`src/rtl/serial_adder_pkg.sv`:
```
// serial_adder_pkg
//   Shared definitions for the serial add/subtract unit:
//     - state_t : FSM encoding (IDLE=0, RUN=1, DONE=2; the code 3 is unused
//                 and recovers to IDLE)
//     - clog2   : ceiling log2, used to size the slice counter
//   No ports.
package serial_adder_pkg;

  typedef enum logic [1:0] {
    ST_IDLE = 2'd0,
    ST_RUN  = 2'd1,
    ST_DONE = 2'd2
  } state_t;

  // Ceiling log2 for value >= 1; clog2(1) == 0.
  function automatic int clog2(input int value);
    int result;
    int rem;
    result = 0;
    rem    = value - 1;
    while (rem > 0) begin
      result = result + 1;
      rem    = rem >> 1;
    end
    return result;
  endfunction

endpackage

```
`src/rtl/serial_adder_fa_slice.sv`:
```
// fa_slice
//   Combinational ripple chain of W full-adder cells. This is the only
//   arithmetic in the serial adder; the top level iterates it over the
//   operand one slice per cycle.
// Ports
//   a, b  in  W   slice operands (LSB aligned)
//   cin   in  1   carry into bit 0 of the slice
//   s     out W   slice sum
//   cout  out 1   carry out of bit W-1
//   cmsb  out 1   carry into bit W-1 (needed for signed overflow on the
//                 last slice of the word)
module fa_slice #(
  parameter int W = 1
) (
  input  logic [W-1:0] a,
  input  logic [W-1:0] b,
  input  logic         cin,
  output logic [W-1:0] s,
  output logic         cout,
  output logic         cmsb
);

  // c[i] is the carry into bit i; c[W] is the carry out of the slice.
  logic [W:0] c;

  always_comb begin
    c    = '0;
    s    = '0;
    c[0] = cin;
    for (int i = 0; i < W; i++) begin
      s[i]     = a[i] ^ b[i] ^ c[i];
      c[i + 1] = (a[i] & b[i]) | (c[i] & (a[i] ^ b[i]));
    end
  end

  assign cout = c[W];
  assign cmsb = c[W - 1];

endmodule

```
`src/rtl/serial_adder.sv`:
```
// serial_adder
//   Multi-cycle add/subtract unit. A BITS_PER_CYCLE-wide ripple slice is
//   applied LSB-first over WIDTH bits, N = WIDTH / BITS_PER_CYCLE cycles per
//   operation. Subtraction is done as a + ~b + ~cin, so carry = 1 means
//   "no borrow" for subtracts.
//
//   Handshakes: a transfer happens on a rising clk edge where valid and
//   ready are both 1. in_ready is high only in IDLE (and not during rst);
//   out_valid stays high, with sum/carry/overflow frozen, until out_ready
//   is seen. Neither side queues: in_valid outside IDLE is ignored.
//
//   Timing: out_valid rises N cycles after the accept edge; with out_ready
//   held high a new operation can start every N+2 cycles.
//
// Parameters
//   WIDTH           operand/result width, >= 1
//   BITS_PER_CYCLE  slice width; must divide WIDTH
// Ports
//   clk        in   1      rising-edge clock
//   rst        in   1      synchronous reset, active-high; aborts any op
//   in_valid   in   1      operands present
//   in_ready   out  1      unit can accept operands (IDLE and not in reset)
//   a, b       in   WIDTH  operands, sampled only on the accept edge
//   cin        in   1      carry-in (add) / borrow-in (sub)
//   sub        in   1      0: a+b+cin   1: a-b-cin
//   out_valid  out  1      result available
//   out_ready  in   1      consumer takes result
//   sum        out  WIDTH  result, registered
//   carry      out  1      carry-out of the chain
//   overflow   out  1      signed overflow (carry into MSB ^ carry out)
module serial_adder
  import serial_adder_pkg::*;
#(
  parameter int WIDTH          = 8,
  parameter int BITS_PER_CYCLE = 1
) (
  input  logic             clk,
  input  logic             rst,
  input  logic             in_valid,
  output logic             in_ready,
  input  logic [WIDTH-1:0] a,
  input  logic [WIDTH-1:0] b,
  input  logic             cin,
  input  logic             sub,
  output logic             out_valid,
  input  logic             out_ready,
  output logic [WIDTH-1:0] sum,
  output logic             carry,
  output logic             overflow
);

  localparam int N  = WIDTH / BITS_PER_CYCLE;
  // Keep the counter at least one bit wide so N == 1 still elaborates.
  localparam int CW = (N > 1) ? clog2(N) : 1;
  localparam logic [CW-1:0] LAST = CW'(N - 1);

  if (WIDTH < 1 || (WIDTH % BITS_PER_CYCLE) != 0) begin : g_bad_params
    $error("serial_adder: WIDTH must be >= 1 and a multiple of BITS_PER_CYCLE");
  end

  // ---------------------------------------------------------------------
  // State and working registers
  // ---------------------------------------------------------------------
  state_t           state;
  state_t           state_next;
  logic [WIDTH-1:0] a_sh;      // remaining bits of a, consumed from the LSB
  logic [WIDTH-1:0] b_sh;      // remaining bits of b (already inverted for sub)
  logic [WIDTH-1:0] res_sh;    // partial result, filled from the MSB side
  logic             carry_r;   // carry between slices
  logic [CW-1:0]    count;     // index of the slice being processed

  logic accept;
  logic last_slice;

  // Slice datapath
  logic [BITS_PER_CYCLE-1:0] sl_s;
  logic                      sl_cout;
  logic                      sl_cmsb;
  logic [WIDTH-1:0]          slice_ext;
  logic [WIDTH-1:0]          res_next;

  fa_slice #(
    .W (BITS_PER_CYCLE)
  ) u_slice (
    .a    (a_sh[BITS_PER_CYCLE-1:0]),
    .b    (b_sh[BITS_PER_CYCLE-1:0]),
    .cin  (carry_r),
    .s    (sl_s),
    .cout (sl_cout),
    .cmsb (sl_cmsb)
  );

  // After N shifts the first slice has travelled down to bit 0, so the
  // result ends up LSB-aligned without a final realignment step.
  assign slice_ext = WIDTH'(sl_s) << (WIDTH - BITS_PER_CYCLE);
  assign res_next  = (res_sh >> BITS_PER_CYCLE) | slice_ext;

  assign in_ready   = (state == ST_IDLE) && !rst;
  assign accept     = in_valid && in_ready;
  assign last_slice = (state == ST_RUN) && (count == LAST);

  // ---------------------------------------------------------------------
  // FSM: state register
  // ---------------------------------------------------------------------
  always_ff @(posedge clk) begin
    if (rst) begin
      state <= ST_IDLE;
    end else begin
      state <= state_next;
    end
  end

  // ---------------------------------------------------------------------
  // FSM: next state
  // ---------------------------------------------------------------------
  always_comb begin
    state_next = state;
    case (state)
      ST_IDLE: begin
        if (accept) begin
          state_next = ST_RUN;
        end
      end
      ST_RUN: begin
        if (count == LAST) begin
          state_next = ST_DONE;
        end
      end
      ST_DONE: begin
        if (out_valid && out_ready) begin
          state_next = ST_IDLE;
        end
      end
      default: begin
        state_next = ST_IDLE;
      end
    endcase
  end

  // ---------------------------------------------------------------------
  // Working registers
  // ---------------------------------------------------------------------
  always_ff @(posedge clk) begin
    if (rst) begin
      a_sh    <= '0;
      b_sh    <= '0;
      res_sh  <= '0;
      carry_r <= 1'b0;
      count   <= '0;
    end else if (accept) begin
      a_sh    <= a;
      b_sh    <= sub ? ~b : b;
      carry_r <= sub ? ~cin : cin;
      res_sh  <= '0;
      count   <= '0;
    end else if (state == ST_RUN) begin
      a_sh    <= a_sh >> BITS_PER_CYCLE;
      b_sh    <= b_sh >> BITS_PER_CYCLE;
      res_sh  <= res_next;
      carry_r <= sl_cout;
      count   <= count + CW'(1);
    end
  end

  // ---------------------------------------------------------------------
  // Output registers: loaded only on the last slice, cleared only by rst.
  // ---------------------------------------------------------------------
  always_ff @(posedge clk) begin
    if (rst) begin
      sum       <= '0;
      carry     <= 1'b0;
      overflow  <= 1'b0;
      out_valid <= 1'b0;
    end else if (last_slice) begin
      sum       <= res_next;
      carry     <= sl_cout;
      overflow  <= sl_cmsb ^ sl_cout;
      out_valid <= 1'b1;
    end else if (state == ST_DONE && out_ready) begin
      out_valid <= 1'b0;
    end
  end

endmodule

```
`config.mk`:
```
export PLATFORM = sky130hd
export DESIGN_NAME = serial_adder
export DESIGN_NICKNAME = d
export VERILOG_FILES = /design/src/rtl/serial_adder_pkg.sv /design/src/rtl/serial_adder_fa_slice.sv /design/src/rtl/serial_adder.sv
export SDC_FILE = /design/constraint.sdc
export NUM_CORES = 1
export LEC_CHECK = 0
export ABC_AREA = 0
export BUFFER_PORTS_ARGS = -buffer_cell sky130_fd_sc_hd__buf_2
export CORE_MARGIN = 2
export CORE_UTILIZATION = 46
export CTS_BUF_LIST = sky130_fd_sc_hd__clkbuf_16
export DETAILED_ROUTE_END_ITERATION = 6
export HOLD_SLACK_MARGIN = 0.03
export PLACE_DENSITY = 0.8
export SETUP_SLACK_MARGIN = 0.1
export SYNTH_ARGS = -nofsm -noshare
export SYNTH_HDL_FRONTEND = slang
export SYNTH_SLANG_ARGS = --single-unit
```
`constraint.sdc`:
```
create_clock -name clk -period 1.6 [get_ports clk]
set_input_delay 0.08 -clock clk [delete_from_list [all_inputs] [get_ports clk]]
set_output_delay 0.08 -clock clk [all_outputs]
set_load 0.05 [all_outputs]
```
Word-level counts from Yosys, hierarchy flattened
Index checks and enable logic that the tools add are counted.

word-level totals
  register bits = 41
  input port bits = 22

cells by class
  equal/unequal tests = 6
  add/subtract/negate cells = 1
  mux-type cells = 14
  bitwise operators = 9
  reductions and logical operators = 11

operators by type and width
  operator               number
  $mux W8                5
  $not A8 Y8             1
  $or A7 B8 Y8           1
  $mux W2                3
  $ne A2 B2 Y1 const B   3
  $pmux W2 S3            1
  $logic_and A1 B1 Y1    5
  $mux W1                5
  $reduce_bool A2 Y1     2
  $add A3 B1 Y3 const B  1
  $eq A3 B3 Y1 const B   1
  $reduce_and A3 Y1      1
  $xor A1 B1 Y1          3
  $and A1 B1 Y1          2
  $eq A2 B1 Y1 const B   1
  $eq A2 B2 Y1 const B   1
  $logic_not A2 Y1       1
  $reduce_or A2 Y1       1
  $logic_not A1 Y1       1
  $not A1 Y1             1
  $or A1 B1 Y1           1

Longest topological paths before layout
Gate-level depths: netlist of the first run.

  word-level depth = 5
  gate-level depth with buffers = 6

Cells and area by module
From an unflattened synthesis of the first run, not the netlist that was laid out.

unflattened totals
  cell total of the unflattened synthesis = 213
  area total of the unflattened synthesis = 1798.0 sq um

modules (own cells, without submodules)
  module        area each (sq um)  times used  cells an instance
  serial_adder  1770.4             1           211
  fa_slice      27.5               1           2

Worst setup path before layout of the first run
Ideal clock, no wire load.

  kind = reg-to-output
  start point = reg state[0]
  end point = out in_ready
  stages on the path, launching flop included = 3
  path slack = -0.040 ns
  arrival = 1.560 ns
  cells stage by stage = dfxtp_1 buf_2 nor3_1

between the ends
  cells in the longest elaborated chain, start to end = 2

ends and longest elaborated chain
  item                    line                 source
  start, declared         serial_adder.sv:64   state_t state;
  start signal, assigned  serial_adder.sv:109  state <= state_next;
  $logic_not A2 Y1        serial_adder.sv:98   assign in_ready = (state == ST_IDLE) && !rst;
  $logic_and A1 B1 Y1     serial_adder.sv:98
  end, declared           serial_adder.sv:40   output logic in_ready,

No other way between the ends.

Worst setup path in the final report of the first run
  start point = reg state[1]
  end point = reg b_sh[5]

between the ends
  cells in the longest elaborated chain, start to end = 4
  elaborated cells between the ends (all ways) = 6
  those cells by class = eq/ne: 1; mux: 1; reduce/logical: 4

ends and longest elaborated chain
  item                                           line                 source
  $logic_not A2 Y1                               serial_adder.sv:98
  $logic_and A1 B1 Y1                            serial_adder.sv:98
  $logic_and A1 B1 Y1                            serial_adder.sv:99   assign accept = in_valid && in_ready;
  $mux W8 or $reduce_bool A2 Y1 (tied branches)  --
  end signal, assigned                           serial_adder.sv:152  b_sh <= sub ? ~b : b;
  end signal, assigned                           serial_adder.sv:158  b_sh <= b_sh >> BITS_PER_CYCLE;
  end, declared                                  serial_adder.sv:67   logic [WIDTH-1:0] b_sh;

Parallel ways exist; a longest one is shown, timed or not.
A chain may end at the register's enable or synchronous reset.

==> results of run 1 <==
-- layout by cell type, fill, tap and decap left out, types with 2 or more instances in the layout --
cell type | synthesis | routed
nand2_1 | 58 | 58
dfxtp_1 | 40 | 39
buf_2 | 9 | 33
a21oi_1 | 29 | 29
nor2_1 | 12 | 12
buf_4 | 0 | 10
xor2_1 | 9 | 9
a311oi_2 | 8 | 8
nand3_1 | 8 | 8
a22oi_1 | 6 | 6
clkbuf_16 | 0 | 5
or4b_4 | 1 | 2
nor2b_1 | 2 | 2
nand3b_1 | 2 | 2
xnor2_1 | 2 | 2
a211oi_1 | 2 | 2
ha_1 | 2 | 2
-- worst paths after layout --
| check | start | end |
|---|---|---|
| worst max-delay path | state[1] | b_sh[5] |
| worst min-delay path | a[7] | a_sh[7] |
| worst max register to register | state[1] | b_sh[5] |
| worst min register to register | sum[6] | sum[6] |
-- state kept, by name (all words and copies together), names as in the netlist --
name / flops
state: 2
count: 3
carry: 1
out_valid: 1
sum: 8
overflow: 1
a_sh: 8
res_sh: 7
carry_r: 1
b_sh: 8
-- through the flow --
step | cells | instance area, um^2 | util | hold slack, ns | setup slack [ns]
final | 292 | 2198 | 0.5916 | 0.04081 | 0.1713
after global routing | 292 | 2198 | 0.5916 | 0.07117 | 0.1041
after CTS | 290 | 2176 | 0.5855 | 0.03633 | 0.1018
after detailed placement | 282 | 2004 | 0.5394 | 0.3349 | 0.09438
after global placement | 282 | 2004 | 0.5394 | 0.3301 | 0.1793
after floorplan | 209 | 1804 | - | 0.2160 | 0.2169
-- metal layers --
| metal | vias to the layer above | GRT usage |
|---|---|---|
| met5 | - | 0 |
| li1 | 778 | - |
| met1 | 710 | 0.2313 |
| met4 | 0 | 0.1020 |
| met3 | 13 | 0.04730 |
| met2 | 29 | 0.2925 |
-- worst min-delay path: stages --
cell and delay, ns:
buf_2 0.09, nand2_1 0.05, a21oi_1 0.05
-- area by class of cell --
class                      instances  area, um^2  area share
clock buffer                       5       125.1     0.05692
clock inverter                     3       46.29     0.02106
inverter                           1       3.754    0.001707
multi-input combinational        151       900.9      0.4098
sequential                        40       802.0      0.3648
tap                               48       60.06     0.02732
timing repair buffer              44       260.3      0.1184
-- repair_timing --
action	CTS	global route
pin swaps	1	2
setup endpoints to repair	1	11
resized for setup	0	2
cloned	0	1
hold endpoints to repair	0	0
setup buffers	0	1
-- power breakdown --
| group | internal, W | leakage (nW) | switching (W) |
|---|---|---|---|
| Combinational | 0.000100 | 0.438 | 0.000133 |
| Clock | 0.000740 | 0.0804 | 0.000405 |
| Sequential | 0.00103 | 0.325 | 0.0000219 |
-- kinds of logic (layout without fill, tap and decap cells) --
| kind of cell | count (synthesis) | count (layout) | share of synthesized area |
|---|---|---|---|
| multiplexers | 1 | 1 | 0.005564 |
| adder cells (fa/ha/maj) | 3 | 3 | 0.02503 |
| flip-flops | 40 | 40 | 0.4451 |
| AO/OA/AOI/OAI | 47 | 47 | 0.1878 |
| AND/OR/NAND/NOR | 88 | 89 | 0.2184 |
| XOR/XNOR | 11 | 11 | 0.05355 |
| buffers and inverters | 19 | 53 | 0.06466 |
==> reports/qor.yml, run 1 <==
yosys:
  yosys_warnings: 0
  synth_fp_nets: 234
  synth_common_cells: "nand2_1, dfxtp_1, a21oi_1"
  avgSynthCellArea_um2: 8.609
  yosysMostFrequentCell: "nand2_1"
  synth_top_area_frac: 0.4451
  syn_inst: 209
  synth_area_leaders: "dfxtp_1, nand2_1, a21oi_1"
  ys_seq_area_frac: 0.4451
  syn_area_um2: 1799
  ys_ff_latch: 40
  async_reset_ff_frac: 0
  synth_area_leader_cell: "dfxtp_1"
  synth_cell_types: 28
  ys.flop_type: "dfxtp_1"
  synth_edf_count: 0
die:
  ios: 34
  design.die.area_um2: 4428
  placementRows: 22
  die_height_um: 66.54
  die_x_um: 66.54
  core_area_um2: 3716
  initial_core_util: 0.4842
sta:
  period_minus_slack_ns: 1.429
  finalHoldViolCount: 0
  slew_viol_final: 0
  setup_viol: 0
  relSlewSlack: 0.6388
  clock_skew_ns: 0.003435
  timing.final.crit_share: 0.8929
  fin_tns_setup_ns: 0
  max_freq_mhz: 700.0
  rsz0062_at_grt: "yes"
  worstMarginPinSlew_ns: 0.5396
place:
  dp_hpwl_um: 2474
  port_buffers: 33
  gp_congestion: 0.7557
drt:
  via_per_inst: 5.240
  routed_wl_um: 3781
  drt-pass1-iter-count: 5
  ant_nets: 0
  drc: 0
  met3_length_um: 135
  dr_wl_met2_um: 1801
  wire_per_inst_um: 12.95
  dr_total_vias: 1530
  highest_layer: "met4"
  drt_iter0_markers: 101
  met1_length_um: 1723
setup_path:
  slowest_delay_ns: 0.38
  cp_slowest_cell: "dfxtp_2"
  arrival_ns: 1.61
  path_cells: "buf_4 > nand2b_1 > buf_4 > nand2_1 > a311oi_2"
  rrSetupSlack_ns: 0.17
  start_kind: "flip-flop"
  crit_cells: 5
  crit_buf_inv: 2
  cp.required_ns: 1.79
  worstSetupPathType: "flip-flop to flip-flop"
  path_delay_family: "buffers and inverters"
  worstRegToRegCells: 5
  cp_max_fo: 17
  end_kind: "flip-flop"
  cp_common_cell: "buf_4"
clock_network:
  clk_pin_slew_ns: 0.06
  cts_buffer_depth: 2
  cts_buffers: 5
  htreeDepth: 2
  holdBufCountCts: 0
  cts_tree: "done"
  cts_sinks: 40
  root_buffer: "clkbuf_16"
  clock_latency_ns: 0.28
layout:
  drive_above_1_share: 0.2664
  nFillCells: 317
  synthToLayoutAreaGrowth_pct: 22.18
  nets: 268
  diodes: 0
grt:
  overflow: 0
  grt_usage: 0.1860
  grt_pass1_vias: 1406
  grt_first_pass_wirelength_um: 6154
  antenna_found_initial: 0
  grt_max_degree: 26
status:
  status: "finished, final reports clean"
worst_hold_path:
  whs_path_depth: 3
  hold_class: "primary input to flip-flop"
power_and_ir_drop:
  peakVddDrop_mv: 0.8971
  power_w: 0.002429
  p_per_area_nw_per_um2: 1105
  leakagePower_nw: 0.8442
flow_run:
  drv_cap: 0
Note: power is estimated with default switching activity, not from simulation.
==> run 2: changes to the inputs <==
--- a/config.mk
+++ b/config.mk
@@ -13,7 +13,8 @@
 export DETAILED_ROUTE_END_ITERATION = 6
 export HOLD_SLACK_MARGIN = 0.03
 export PLACE_DENSITY = 0.8
-export SETUP_SLACK_MARGIN = 0.1
+export RECOVER_POWER = 100
+export SETUP_SLACK_MARGIN = 0.5
 export SYNTH_ARGS = -nofsm -noshare
 export SYNTH_HDL_FRONTEND = slang
 export SYNTH_SLANG_ARGS = --single-unit
==> reports/qor.yml, run 2 (same netlist as run 1, synthesis figures left out) <==
clock_network:
  cts_sinks: 40  # unchanged
  clk_pin_slew_ns: 0.06  # about the same
  root_buffer: "clkbuf_16"  # unchanged
  htreeDepth: 2  # unchanged
  clock_latency_ns: 0.29  # was 0.28 ns
  cts_tree: "done"  # unchanged
  cts_buffers: 5  # unchanged
  cts_buffer_depth: 2  # unchanged
  holdBufCountCts: 0  # unchanged
flow_run:
  drv_cap: 0  # unchanged
die:
  initial_core_util: 0.4842  # unchanged
  die_x_um: 66.54  # unchanged
  placementRows: 22  # unchanged
  design.die.area_um2: 4428  # unchanged
  die_height_um: 66.54  # unchanged
  core_area_um2: 3716  # unchanged
  ios: 34  # unchanged
sta:
  fin_tns_setup_ns: 0  # unchanged
  clock_skew_ns: 0.006221  # was 0.003435 ns
  setup_viol: 0  # unchanged
  rsz0062_at_grt: "yes"  # unchanged
  relSlewSlack: 0.6040  # was 0.6388
  timing.final.crit_share: 0.9087  # was 0.8929
  slew_viol_final: 0  # unchanged
  period_minus_slack_ns: 1.454  # was 1.429 ns
  max_freq_mhz: 687.8  # was 700.0 MHz
  worstMarginPinSlew_ns: 0.5965  # was 0.5396 ns
  finalHoldViolCount: 0  # unchanged
place:
  gp_congestion: 0.7191  # was 0.7557
  port_buffers: 33  # unchanged
  dp_hpwl_um: 2472  # was 2474 um
power_and_ir_drop:
  peakVddDrop_mv: 0.8533  # was 0.8971 mV
  leakagePower_nw: 0.9148  # was 0.8442 nW
  p_per_area_nw_per_um2: 1001  # was 1105 nW/um^2
setup_path:
  worstSetupPathType: "flip-flop to flip-flop"  # unchanged
  end_kind: "flip-flop"  # unchanged
  worstRegToRegCells: 6  # was 5
  cp.required_ns: 1.75  # was 1.79 ns
  cp_max_fo: 8  # was 17
  arrival_ns: 1.60  # was 1.61 ns
  start_kind: "flip-flop"  # unchanged
grt:
  grt_pass1_vias: 1632  # was 1406
  antenna_found_initial: 0  # unchanged
  overflow: 0  # unchanged
  grt_usage: 0.2316  # was 0.1860
  grt_max_degree: 33  # was 26
  grt_first_pass_wirelength_um: 7638  # was 6154 um
layout:
  nets: 287  # was 268
  final_common_cell: "nand2_1"  # unchanged
  drive_above_1_share: 0.3726  # was 0.2664
  synthToLayoutAreaGrowth_pct: 38.94  # was 22.18%
  fin_util: 0.6727  # was 0.5916
  diodes: 0  # unchanged
  reg_top3: "a_sh (8), b_sh (8), sum (8)"  # unchanged
  nFillCells: 283  # was 317
  layout_common_cells: "nand2_1, dfxtp_1, a21oi_1, buf_2"  # was nand2_1, dfxtp_1, buf_2, a21oi_1, nor2_1
drt:
  drt_iter0_markers: 139  # was 101
  drt-pass1-iter-count: 4  # was 5
  dr_total_vias: 1767  # was 1530
  wire_per_inst_um: 18.52  # was 12.95 um
  routed_wl_um: 5759  # was 3781 um
  ant_nets: 0  # unchanged
  drc: 0  # unchanged
  via_per_inst: 5.682  # was 5.240
worst_hold_path:
  whs_path_depth: 3  # unchanged
  hold_class: "primary input to flip-flop"  # unchanged
status:
  status: "finished, final reports clean"  # unchanged
-- run 2: final cells by class --
| class | count | area, um^2 | share of cell area |
|---|---|---|---|
| clock buffer | 5 | 125.1 | 0.05005 |
| clock inverter | 3 | 37.54 | 0.01502 |
| inverter | 1 | 3.754 | 0.001502 |
| multi-input combinational | 154 | 1042 | 0.4169 |
| sequential | 40 | 807.0 | 0.3228 |
| tap | 48 | 60.06 | 0.02402 |
| timing repair buffer | 60 | 424.2 | 0.1697 |
-- run 2: power by group --
group | internal [W] | switching (W)
clock | 0.000724 | 0.000388
sequential | 0.00103 | 0.0000259
combinational | 0.000152 | 0.000185
total | 0.00190 | 0.000600
-- run 2: repair_timing --
item,CTS,global route
buffers inserted,8,8
setup endpoints to repair,40,40
gates cloned,4,2
pin swaps,12,16
resized for setup,33,25
-- run 2: final timing paths --
check / start / end / slack, ns
hold / removal: a[7] / a_sh[7] / 0.03
setup reg to reg: count[1] / sum[5] / 0.15
setup / recovery: count[1] / sum[5] / 0.15
hold reg to reg: sum[1] / sum[1] / 0.46
-- run 2: per-stage QoR --
step	area (um^2)	hold WS, ns	total power (W)	worst slack (ns)	std cells
floorplan	1883	0.2205	0.001249	0.2449	209
CTS	2426	0.03997	0.002454	0.2798	301
global route	2500	0.04726	0.002572	0.05889	311
finish	2500	0.03296	0.002503	0.1461	311
detailed placement	2047	0.3348	0.001305	0.09393	281
global placement	2047	0.3281	0.001300	0.1461	281
-- run 2: critical path, cell delays in order (launching register included) --
cell	delay, ns
dfxtp_1	0.31
ha_1	0.20
ha_1	0.24
and3b_2	0.26
buf_6	0.15
nand2_1	0.08
a21oi_1	0.08
-- run 2: per-layer routing --
layer,GRT usage,part of all wire,vias to the layer above
li1,-,-,819
met2,0.3900,0.51,89
met3,0.05236,0.072,14
met4,0.09949,0.022,0
met5,0,0,-
met1,0.2817,0.40,845
==> run 3: changes to the inputs <==
--- a/config.mk
+++ b/config.mk
@@ -12,7 +12,7 @@
 export CTS_BUF_LIST = sky130_fd_sc_hd__clkbuf_16
 export DETAILED_ROUTE_END_ITERATION = 6
 export HOLD_SLACK_MARGIN = 0.03
-export PLACE_DENSITY = 0.8
+export PLACE_DENSITY = 0.83
 export RECOVER_POWER = 100
 export SETUP_SLACK_MARGIN = 0.5
 export SYNTH_ARGS = -nofsm -noshare
==> constraint.sdc (replaced) <==
create_clock -name clk -period 1.2 [get_ports clk]
set_input_delay 0.06 -clock clk [delete_from_list [all_inputs] [get_ports clk]]
set_output_delay 0.06 -clock clk [all_outputs]
set_load 0.05 [all_outputs]
==> reports/qor.yml, run 3 (same netlist as run 1, synthesis figures left out) <==
status:
  status: "complete, but fails checks"  # was finished, final reports clean
  violations: "setup timing"
power_and_ir_drop:
  combPwrFrac: 0.147  # was 0.135
  power.switching_w: 0.0008519  # was 0.0005996 W
  swShare: 0.2495  # was 0.2396
  peakVddDrop_mv: 1.367  # was 0.8533 mV
  intPower_w: 0.002563  # was 0.001903 W
  sequentialPowerShare: 0.412  # was 0.421
  p_per_area_nw_per_um2: 1231  # was 1001 nW/um^2
  pwr-share-clk: 0.442  # was 0.445
  leakagePower_nw: 1.088  # was 0.9148 nW
  power_w: 0.003415  # was 0.002503 W
setup_path:
  worst_r2r_endpoint: "overflow"  # was sum[5]
  cp_max_fo: 3  # was 8
  worstSetupPathType: "flip-flop to flip-flop"  # unchanged
  cp.required_ns: 1.36  # was 1.75 ns
  arrival_ns: 1.62  # was 1.60 ns
  end_kind: "flip-flop"  # unchanged
  timing.rr.start: "count[0]"  # was count[1]
  worstRegToRegCells: 5  # was 6
  crit_path_start: "count[0]"  # was count[1]
  start_kind: "flip-flop"  # unchanged
  rrSetupSlack_ns: -0.26  # was 0.15 ns
sta:
  worstMarginPinSlew_ns: 0.3631  # was 0.5965 ns
  slew_viol_final: 0  # unchanged
  fin_tns_setup_ns: -5.738  # was 0 ns
  finalHoldViolCount: 0  # unchanged
  setup_viol: 41  # was 0
  clock_skew_ns: 0.004728  # was 0.006221 ns
  relSlewSlack: 0.7571  # was 0.6040
  holdWs_ns: 0.07580  # was 0.03296 ns
  period_minus_slack_ns: 1.460  # was 1.454 ns
  final.setup.worst_slack_ns: -0.2605  # was 0.1461 ns
  max_freq_mhz: 684.7  # was 687.8 MHz
  timing.final.crit_share: 1.217  # was 0.9087
  rsz0062_at_grt: "yes"  # unchanged
drt:
  ant_nets: 0  # unchanged
  dr_total_vias: 1880  # was 1767
  via_per_inst: 5.839  # was 5.682
  drt-pass1-iter-count: 4  # unchanged
  routed_wl_um: 6960  # was 5759 um
  drt_iter0_markers: 263  # was 139
  wire_per_inst_um: 21.61  # was 18.52 um
  drc: 0  # unchanged
grt:
  grt_usage: 0.2672  # was 0.2316
  overflow: 0  # unchanged
  grt_pass1_vias: 1819  # was 1632
  grt_first_pass_wirelength_um: 8652  # was 7638 um
  grt_max_degree: 19  # was 33
  antenna_found_initial: 0  # unchanged
layout:
  final_area_um2: 2774  # was 2500 um^2
  nets: 298  # was 287
  nFillCells: 199  # was 283
  seqCellArea_um2: 819.5  # was 807.0 um^2
  drive_above_1_share: 0.5912  # was 0.3726
  multi_input_area_um2: 1140  # was 1042 um^2
  reg_top3: "a_sh (8), b_sh (8), sum (8)"  # unchanged
  layout_common_cells: "nand2_1, dfxtp_1, buf_4, buf_2, a21oi_2"  # was nand2_1, dfxtp_1, a21oi_1, buf_2
  final_cells: 322  # was 311
  synthToLayoutAreaGrowth_pct: 54.17  # was 38.94%
  diodes: 0  # unchanged
  final_common_cell: "nand2_1"  # unchanged
clock_network:
  cts_buffers: 5  # unchanged
  cts_tree: "done"  # unchanged
  cts_buffer_depth: 2  # unchanged
  root_buffer: "clkbuf_16"  # unchanged
  clock_latency_ns: 0.28  # was 0.29 ns
  clk_pin_slew_ns: 0.06  # about the same
  htreeDepth: 2  # unchanged
  cts_sinks: 40  # unchanged
place:
  dp_hpwl_um: 2693  # was 2472 um
  dp_cells: 295  # was 281
  gp_congestion: 0.7435  # was 0.7191
  port_buffers: 33  # unchanged
  placed_cell_area_um2: 2177  # was 2047 um^2
die:
  initial_core_util: 0.4842  # unchanged
  die_x_um: 66.54  # unchanged
  core_area_um2: 3716  # unchanged
  placementRows: 22  # unchanged
  ios: 34  # unchanged
  design.die.area_um2: 4428  # unchanged
  die_height_um: 66.54  # unchanged
flow_run:
  drv_cap: 0  # unchanged
worst_hold_path:
  hold_start: "a[1]"  # was a[7]
  holdPathEnd: "a_sh[1]"  # was a_sh[7]
  hold_class: "primary input to flip-flop"  # unchanged
  whs_path_depth: 3  # unchanged
## run 3: cell count changes in the layout (fill, tap and decap cells not counted), moves of 4 or more
cell | previous run | this run
a21oi_1 | 26 | 10
a21oi_2 | 3 | 19
buf_4 | 11 | 25
dfxtp_2 | 2 | 15
dfxtp_1 | 37 | 25
clkbuf_1 | 11 | 0
clkbuf_2 | 1 | 11
nand2_1 | 54 | 47
nand2_2 | 3 | 8
a22oi_1 | 2 | 6
a22oi_2 | 4 | 0
a311oi_1 | 4 | 0
a311oi_2 | 4 | 8
## run 3: worst max path at each step
stage / end / slack, ns
after floorplan: a_sh[0] / -0.16
after global placement: b_sh[0] / -0.14
after detailed placement: b_sh[6] / -0.16
after CTS: b_sh[1] / -0.16
after global routing: a_sh[0] / -0.32
final: overflow / -0.26
## run 3: timing repair
item,4_1_cts,5_1_grt
endpoints found under the hold margin,1,0
hold buffers,1,0
setup buffers,3,12
cloned,2,1
endpoints found under the setup margin,52,52
pin swaps,8,10
resized for setup,82,37
## run 3: power by group through the flow
stage	Sequential (W)	Combinational, W	Clock [W]
floorplan	0.00142	0.000243	0
global placement	0.00143	0.000352	0
detailed placement	0.00143	0.000360	0
CTS	0.00140	0.000404	0.00147
global route	0.00141	0.000523	0.00158
finish	0.00141	0.000501	0.00151
## run 3: area by class of cell
cell class | instances | area share
timing repair buffer | 75 | 0.2115
tap | 48 | 0.02165
inverter | 1 | 0.001353
multi-input combinational | 150 | 0.4109
sequential | 40 | 0.2954
clock inverter | 3 | 0.01398
clock buffer | 5 | 0.04511
## run 3: per-stage QoR
step | setup slack (ns) | utilization
finish | -0.2605 | 0.7465
global route | -0.3217 | 0.7465
CTS | -0.1597 | 0.7128
detailed placement | -0.1605 | 0.5859
global placement | -0.1383 | 0.5859
floorplan | -0.1551 | -
## run 3: routing by layer
layer  global-route usage  part of all wire
met1               0.3007              0.38
met2               0.4550              0.48
met3              0.04730             0.079
met4               0.1837             0.060
met5                    0                 0
## run 3: worst max-delay path, stage by stage (launching register included)
cell and delay, ns:
dfxtp_2 0.32, ha_2 0.20, ha_4 0.17, and3b_2 0.24, nor2_1 0.30, a211oi_2 0.09
